**src/rtl/alu_pkg.sv**
```systemverilog
//==============================================================================
// Module      : alu_pkg
// Description : Shared definitions for the sequential ALU: alu_ctr opcode
//               constants and the controller state encoding.
//               Optional feature macro: SEQ_ALU_DIV_EN (adds the DIV state).
// Revision    : 1.0 - initial release
//==============================================================================
`default_nettype none

package alu_pkg;

    // alu_ctr opcode encodings
    localparam logic [3:0] c_OP_AND   = 4'b0000;
    localparam logic [3:0] c_OP_OR    = 4'b0001;
    localparam logic [3:0] c_OP_SLT   = 4'b0100;
    localparam logic [3:0] c_OP_ADD   = 4'b0101;
    localparam logic [3:0] c_OP_SUB   = 4'b0110;
    localparam logic [3:0] c_OP_MULTU = 4'b1000;
    localparam logic [3:0] c_OP_DIVU  = 4'b1001;

    // Controller states; DIV only exists when the divider is built
    typedef enum logic [1:0] {
        S_IDLE = 2'd0,
        S_MUL  = 2'd1,
        S_DONE = 2'd3
`ifdef SEQ_ALU_DIV_EN
        ,
        S_DIV  = 2'd2
`endif
    } state_t;

endpackage : alu_pkg

`default_nettype wire

```
**src/rtl/seq_alu_muldiv.sv**
```systemverilog
//==============================================================================
// Module      : seq_alu_muldiv
// Description : Iterative multiply/divide engine, one bit per step.
//               MULTU: unsigned shift-add, {hi,lo} ends as the full product.
//               DIVU : unsigned restoring, lo ends as quotient, hi remainder.
//               Both modes share the hi/lo shift register, operand register
//               and bit counter. Divider path only present when
//               SEQ_ALU_DIV_EN is defined.
// Ports       : clk, rst_n      clock, synchronous active-low reset
//               i_load          capture operands and clear the counter
//               i_div_mode      (SEQ_ALU_DIV_EN only) 1 = divide, 0 = multiply
//               i_op_a, i_op_b  multiplier/dividend, multiplicand/divisor
//               i_step          perform one iteration this cycle
//               o_last          current step is the final one
//               o_res_lo/hi     register contents after the current step
// Revision    : 1.0 - initial release
//==============================================================================
`default_nettype none

module seq_alu_muldiv #(
    parameter int WIDTH = 32
) (
    input  logic             clk,
    input  logic             rst_n,
    input  logic             i_load,
`ifdef SEQ_ALU_DIV_EN
    input  logic             i_div_mode,
`endif
    input  logic [WIDTH-1:0] i_op_a,
    input  logic [WIDTH-1:0] i_op_b,
    input  logic             i_step,
    output logic             o_last,
    output logic [WIDTH-1:0] o_res_lo,
    output logic [WIDTH-1:0] o_res_hi
);

    localparam int CNT_W = $clog2(WIDTH);
    localparam logic [CNT_W-1:0] c_LAST_CNT = CNT_W'(WIDTH - 1);

    logic [WIDTH-1:0] r_hi;
    logic [WIDTH-1:0] r_lo;
    logic [WIDTH-1:0] r_b;
    logic [CNT_W-1:0] r_cnt;

    logic [WIDTH:0]   w_sum;
    logic [WIDTH-1:0] w_mul_hi;
    logic [WIDTH-1:0] w_mul_lo;

`ifdef SEQ_ALU_DIV_EN
    logic             r_div;
    logic [WIDTH:0]   w_rem_sh;
    logic             w_ge;
    logic [WIDTH-1:0] w_div_hi;
    logic [WIDTH-1:0] w_div_lo;
`endif

    // Multiply step: conditionally add multiplicand into the upper half,
    // then shift the whole (WIDTH+1)-bit-carry product right by one.
    always_comb begin
        w_sum    = {1'b0, r_hi} + (r_lo[0] ? {1'b0, r_b} : '0);
        w_mul_hi = w_sum[WIDTH:1];
        w_mul_lo = {w_sum[0], r_lo[WIDTH-1:1]};
    end

`ifdef SEQ_ALU_DIV_EN
    // Restoring divide step: shift the next dividend bit into the partial
    // remainder; subtract the divisor only if it fits. The difference is
    // always < divisor when it fits, so a WIDTH-bit subtract is exact.
    always_comb begin
        w_rem_sh = {r_hi, r_lo[WIDTH-1]};
        w_ge     = (w_rem_sh >= {1'b0, r_b});
        w_div_hi = w_ge ? (w_rem_sh[WIDTH-1:0] - r_b) : w_rem_sh[WIDTH-1:0];
        w_div_lo = {r_lo[WIDTH-2:0], w_ge};
    end

    assign o_res_lo = r_div ? w_div_lo : w_mul_lo;
    assign o_res_hi = r_div ? w_div_hi : w_mul_hi;
`else
    assign o_res_lo = w_mul_lo;
    assign o_res_hi = w_mul_hi;
`endif

    assign o_last = (r_cnt == c_LAST_CNT);

    always_ff @(posedge clk) begin
        if (!rst_n) begin
            r_hi  <= '0;
            r_lo  <= '0;
            r_b   <= '0;
            r_cnt <= '0;
`ifdef SEQ_ALU_DIV_EN
            r_div <= 1'b0;
`endif
        end else if (i_load) begin
            r_hi  <= '0;
            r_lo  <= i_op_a;
            r_b   <= i_op_b;
            r_cnt <= '0;
`ifdef SEQ_ALU_DIV_EN
            r_div <= i_div_mode;
`endif
        end else if (i_step) begin
            r_hi  <= o_res_hi;
            r_lo  <= o_res_lo;
            r_cnt <= r_cnt + 1'b1;
        end
    end

endmodule : seq_alu_muldiv

`default_nettype wire

```
**src/rtl/seq_alu.sv**
```systemverilog
//==============================================================================
// Module      : seq_alu
// Description : Sequential ALU. AND/OR/SLT/ADD/SUB complete in one cycle;
//               MULTU (and DIVU when SEQ_ALU_DIV_EN is defined) iterate one
//               bit per cycle in seq_alu_muldiv. All outputs are registered
//               and held until the next accepted operation completes.
//               Optional feature macro: SEQ_ALU_DIV_EN (unsigned divider).
// Ports       : clk, rst_n            clock, synchronous active-low reset
//               start                 request; accepted only in IDLE/DONE
//               alu_ctr               4-bit operation select
//               alu_src1, alu_src2    operands (WIDTH bits)
//               busy                  multi-cycle op iterating
//               done                  one-cycle result-valid pulse
//               result_lo, result_hi  result words
//               zero_bit              result_lo == 0
//               ovf                   signed overflow of ADD/SUB
//               div_by_zero           DIVU with zero divisor
// Revision    : 1.0 - initial release
//==============================================================================
`default_nettype none

module seq_alu
    import alu_pkg::*;
#(
    parameter int WIDTH = 32
) (
    input  logic             clk,
    input  logic             rst_n,
    input  logic             start,
    input  logic [3:0]       alu_ctr,
    input  logic [WIDTH-1:0] alu_src1,
    input  logic [WIDTH-1:0] alu_src2,
    output logic             busy,
    output logic             done,
    output logic [WIDTH-1:0] result_lo,
    output logic [WIDTH-1:0] result_hi,
    output logic             zero_bit,
    output logic             ovf,
    output logic             div_by_zero
);

    state_t           r_state;

    logic             w_idle_or_done;
    logic             w_is_mul;
    logic             w_is_div;
    logic             w_load;
    logic             w_step;
    logic             w_last;
    logic [WIDTH-1:0] w_eng_lo;
    logic [WIDTH-1:0] w_eng_hi;

    logic [WIDTH-1:0] w_sum;
    logic [WIDTH-1:0] w_diff;
    logic [WIDTH-1:0] w_sc_lo;
    logic [WIDTH-1:0] w_sc_hi;
    logic             w_sc_ovf;
    logic             w_sc_dbz;

    //--------------------------------------------------------------------------
    // Operation classification and engine control
    //--------------------------------------------------------------------------
    assign w_idle_or_done = (r_state == S_IDLE) || (r_state == S_DONE);
    assign w_is_mul       = (alu_ctr == c_OP_MULTU);
`ifdef SEQ_ALU_DIV_EN
    // A zero divisor is resolved in one cycle and never enters the engine
    assign w_is_div = (alu_ctr == c_OP_DIVU) && (alu_src2 != '0);
    assign w_step   = (r_state == S_MUL) || (r_state == S_DIV);
`else
    assign w_is_div = 1'b0;
    assign w_step   = (r_state == S_MUL);
`endif
    assign w_load = rst_n && start && w_idle_or_done && (w_is_mul || w_is_div);

    seq_alu_muldiv #(
        .WIDTH      (WIDTH)
    ) u_muldiv (
        .clk        (clk),
        .rst_n      (rst_n),
        .i_load     (w_load),
`ifdef SEQ_ALU_DIV_EN
        .i_div_mode (alu_ctr == c_OP_DIVU),
`endif
        .i_op_a     (alu_src1),
        .i_op_b     (alu_src2),
        .i_step     (w_step),
        .o_last     (w_last),
        .o_res_lo   (w_eng_lo),
        .o_res_hi   (w_eng_hi)
    );

    //--------------------------------------------------------------------------
    // Single-cycle datapath
    //--------------------------------------------------------------------------
    assign w_sum  = alu_src1 + alu_src2;
    assign w_diff = alu_src1 - alu_src2;

    always_comb begin
        w_sc_lo  = '0;
        w_sc_hi  = '0;
        w_sc_ovf = 1'b0;
        w_sc_dbz = 1'b0;
        unique case (alu_ctr)
            c_OP_AND: w_sc_lo = alu_src1 & alu_src2;
            c_OP_OR:  w_sc_lo = alu_src1 | alu_src2;
            c_OP_SLT: w_sc_lo = {{(WIDTH-1){1'b0}},
                                 ($signed(alu_src1) < $signed(alu_src2))};
            c_OP_ADD: begin
                w_sc_lo  = w_sum;
                // Like-signed operands producing an opposite-signed sum
                w_sc_ovf = (alu_src1[WIDTH-1] == alu_src2[WIDTH-1]) &&
                           (w_sum[WIDTH-1] != alu_src1[WIDTH-1]);
            end
            c_OP_SUB: begin
                w_sc_lo  = w_diff;
                // Unlike-signed operands where the sign of src1 is lost
                w_sc_ovf = (alu_src1[WIDTH-1] != alu_src2[WIDTH-1]) &&
                           (w_diff[WIDTH-1] != alu_src1[WIDTH-1]);
            end
`ifdef SEQ_ALU_DIV_EN
            // Only the zero-divisor case of DIVU takes this path
            c_OP_DIVU: begin
                w_sc_lo  = '1;
                w_sc_hi  = alu_src1;
                w_sc_dbz = 1'b1;
            end
`endif
            default: begin
                w_sc_lo = '0;
            end
        endcase
    end

    //--------------------------------------------------------------------------
    // Controller and output registers
    //--------------------------------------------------------------------------
    always_ff @(posedge clk) begin
        if (!rst_n) begin
            r_state     <= S_IDLE;
            busy        <= 1'b0;
            done        <= 1'b0;
            result_lo   <= '0;
            result_hi   <= '0;
            zero_bit    <= 1'b1;
            ovf         <= 1'b0;
            div_by_zero <= 1'b0;
        end else begin
            unique case (r_state)
                S_IDLE, S_DONE: begin
                    done    <= 1'b0;
                    r_state <= S_IDLE;
                    if (start) begin
                        if (w_is_mul) begin
                            r_state <= S_MUL;
                            busy    <= 1'b1;
`ifdef SEQ_ALU_DIV_EN
                        end else if (w_is_div) begin
                            r_state <= S_DIV;
                            busy    <= 1'b1;
`endif
                        end else begin
                            r_state     <= S_DONE;
                            done        <= 1'b1;
                            result_lo   <= w_sc_lo;
                            result_hi   <= w_sc_hi;
                            zero_bit    <= (w_sc_lo == '0);
                            ovf         <= w_sc_ovf;
                            div_by_zero <= w_sc_dbz;
                        end
                    end
                end
`ifdef SEQ_ALU_DIV_EN
                S_MUL, S_DIV: begin
`else
                S_MUL: begin
`endif
                    // Start is ignored here; previous results stay visible
                    // until the final step lands.
                    if (w_last) begin
                        r_state     <= S_DONE;
                        busy        <= 1'b0;
                        done        <= 1'b1;
                        result_lo   <= w_eng_lo;
                        result_hi   <= w_eng_hi;
                        zero_bit    <= (w_eng_lo == '0);
                        ovf         <= 1'b0;
                        div_by_zero <= 1'b0;
                    end
                end
                default: begin
                    r_state <= S_IDLE;
                    busy    <= 1'b0;
                    done    <= 1'b0;
                end
            endcase
        end
    end

endmodule : seq_alu

`default_nettype wire

```
**config.mk**
```make
export PLATFORM = sky130hd
export DESIGN_NAME = seq_alu
export DESIGN_NICKNAME = d
export VERILOG_FILES = /design/src/rtl/alu_pkg.sv /design/src/rtl/seq_alu_muldiv.sv /design/src/rtl/seq_alu.sv
export SDC_FILE = /design/constraint.sdc
export NUM_CORES = 1
export LEC_CHECK = 0
export BUFFER_PORTS_ARGS = -buffer_cell sky130_fd_sc_hd__buf_2
export CAP_MARGIN = 25
export CORE_UTILIZATION = 54
export CTS_CLUSTER_SIZE = 28
export DETAILED_ROUTE_END_ITERATION = 6
export PLACE_DENSITY = 0.83
export SLEW_MARGIN = 20
export SYNTH_ARGS = -nofsm -noshare
export SYNTH_HDL_FRONTEND = slang
export SYNTH_SLANG_ARGS = --single-unit
```
**constraint.sdc**
```tcl
create_clock -name clk -period 3.3 [get_ports clk]
set_clock_uncertainty 0.1 [all_clocks]
set_input_delay 0.165 -clock clk [delete_from_list [all_inputs] [get_ports clk]]
set_output_delay 0.165 -clock clk [all_outputs]
set_load 0.01 [all_outputs]
```
==> metrics.cfg <==
[synthesis]
synth-seq-cells=170
synth_cells=1859
synth.most_common_cell=nand2_1
yosysWarnings=0
yosys_most_used_dff=dfxtp_1
syn_area_um2=13800
synthArstFlopShare_pct=0
yosys.area.top_type_share_pct=24.7
synth_edf_count=0
synth_nets=2077
synthTopCellsByCount=nand2_1 (210), nor2_1 (179), dfxtp_1 (170)
synth_top_area_cell=dfxtp_1
ys_types=83
postSynthAreaPerCell_um2=7.42
seq_area_frac_synth_pct=24.7
yosys-top-cells-area=dfxtp_1 (25%), ha_1 (13%), nand2_1 (5.7%)

[layout]
num-fill-cells=1915
multi_input_area_um2=10100
drive_gt1_share_pct=27.9
fin_area_um2=18400
nets=2471
area_growth_pct=33.1
regArea_um2=3410

[power]
vdd_drop_max_mv=0.420
swShare_pct=36.1
p_total_mw=6.38
seq_power_share_pct=34.1
comb_power_share_pct=33.8
p_per_area_nw_per_um2=347
internal_power_mw=4.07
p_leak_nw=8.38
power_switching_mw=2.30
p_clk_share_pct=32.2

[floorplanning]
num_rows=58
ioPinCount=140
die_y_um=162
coreArea_um2=25100
dieArea_um2=26200
die_w_um=162
start_util_pct=55.0

[setup_path]
crit_type=reg2reg
r2r_start=u_muldiv.r_lo[0]
critPathMaxFanout=6
critPathLaunchType=register
path_common_cell=a21o_1
worst-endpoint-arrival_ns=3.70
crit_chain=and2_1 > ha_4 > and3_4 > a221o_1 > a21o_1 > a41o_4 > a2111oi_4 > nor3_2 > a211o_1 > a21o_1 > xnor2_2 > mux2i_1 > nor2_1
critPathMaxStageDelay_ns=0.44
critical_path.slowest_cell=a2111oi_4
critPathLaunch=u_muldiv.r_lo[0]
crit_path_end_kind=register
reg2regPathDepth=13
cp.required_ns=3.52

[global_route]
grt_start_max_net_pins=68
grt_use_total_pct=40.0
grt_overflow=0
grt_pass1_wl_um=82600
antenna_found_initial=5
grt_pass1_vias=15500

[timing]
fmax_mhz=287
slew_headroom_pct=42.2
finalHoldViolCount=0
timing.final.ws_setup_ns=-0.183
fin_crit_sh_pct=106
drv_slew=0
setup_viol=6
worstMarginPinSlew_ns=0.868
rsz0062_at_grt=yes
period_needed_ns=3.48

[place]
place_hpwl_um=40100
dpl_cell_area_um2=17000
gp_congestion=1.09
port_buffers=138

[outcome]
outcome=finished with violations
violations=negative setup slack

[cts]
cts-root-buf=clkbuf_16
cts_tree=done
h-tree-depth=4
clk_pin_slew_ns=0.07
clock_latency_ns=0.45
cts_max_path_buffers=2
cts_sinks=170
cts_buffers=17

[detailed_routing]
antenna_left=0
vias=16400
wirelength_um=54100
vias_per_cell=6.30
dr.pass1.iters=7
wl_per_cell_um=20.8
drc=0
drtIter0Drc=1909

[hold_path]
hold_path.class=in2reg
hold_depth=3
hp-start=alu_src2[31]

[job]
maxCapViolations=0

-- area by class of cell --
type / instances / share of cell area [%]
tap: 330 / 2.25
multi-input combinational: 1456 / 55.0
timing repair buffer: 490 / 18.6
clock buffer: 17 / 2.32
antenna: 1 / 0.0136
inverter: 118 / 2.41
sequential: 170 / 18.6
clock inverter: 15 / 0.933
-- cells in the final DEF (no fill, tap or decap), types with 18 or more instances in the layout --
master / instances
a211oi_1: 36
a21o_1: 27
a21oi_1: 127
a31oi_1: 33
and2_1: 39
buf_2: 137
buf_4: 332
dfxtp_1: 169
ha_1: 133
inv_1: 115
mux2i_1: 41
nand2_1: 209
nand3_1: 96
nor2_1: 178
nor3_1: 32
nor4_1: 23
o211ai_1: 18
o21ai_0: 89
-- final timing paths --
path                                          end  slack [ns]
worst max register to register  u_muldiv.r_hi[28]       -0.18
worst max-delay path            u_muldiv.r_hi[28]       -0.18
worst min register to register      result_hi[23]        0.35
worst min-delay path             u_muldiv.r_b[31]        0.02
-- power groups by stage --
| stage | logic [mW] | clock network, mW | registers (mW) |
|---|---|---|---|
| 2_1_floorplan | 1.06 | 0 | 2.21 |
| 3_3_place_gp | 1.98 | 0 | 2.21 |
| 3_5_place_dp | 2.00 | 0 | 2.21 |
| 4_1_cts | 2.04 | 2.04 | 2.17 |
| 5_1_grt | 2.29 | 2.15 | 2.17 |
| 6_report | 2.15 | 2.05 | 2.17 |
-- registers in the layout (all words and copies together), names as in the netlist, 5 cells and up --
| register | cells |
|---|---|
| result_lo | 32 |
| u_muldiv.r_lo | 32 |
| u_muldiv.r_cnt | 5 |
| u_muldiv.r_hi | 32 |
| result_hi | 32 |
| u_muldiv.r_b | 32 |
-- kinds of logic after synthesis --
family                   synth area share (%)
AND/OR/NAND/NOR                          23.2
AO/OA/AOI/OAI                            26.9
buffers and inverters                    6.62
flip-flops                               24.7
adder cells (fa/ha/maj)                  13.5
multiplexers                             3.22
XOR/XNOR                                 1.97
other                                  0.0272
-- metrics by stage --
| stage | utilization (%) | hold slack [ns] | worst slack [ns] | setup TNS [ns] | std cells |
|---|---|---|---|---|---|
| after CTS | 71.5 | 0.00122 | -0.113 | -0.320 | 2590 |
| after floorplan | - | 0.230 | -0.0129 | -0.0129 | 1859 |
| final | 73.1 | 0.0181 | -0.183 | -0.491 | 2597 |
| after global placement | 67.6 | 0.336 | -0.388 | -4.96 | 2538 |
| after detailed placement | 67.6 | 0.348 | -0.463 | -6.28 | 2538 |
| after global routing | 73.1 | 0.0201 | -0.294 | -2.37 | 2596 |
-- per-layer routing --
metal	GRT usage, %	up-vias	wire length [µm]
li1	-	7498	-
met1	51.0	7631	21800
met2	64.2	986	24100
met3	8.61	236	5220
met4	18.8	0	2940
met5	0	-	0
-- what timing repair did --
item                       4_1_cts  5_1_grt
resized for setup               40       75
setup endpoints to repair       25       34
cloned                           0        0
hold buffers                    16        0
setup buffers                    4        8
hold endpoints to repair        17        0
pin swaps                       29       35
-- worst max-delay path, delay by kind of cell (launching register included) --
family                     cells  cell delay [ns]
AOI/OAI and AO/OA              6             1.71
and+or+nand+nor                4             0.57
DFF                            1             0.39
adders and majority gates      1             0.24
muxes                          1             0.18
xor gates and xnor gates       1             0.15
(Power assumes the default switching activity.)
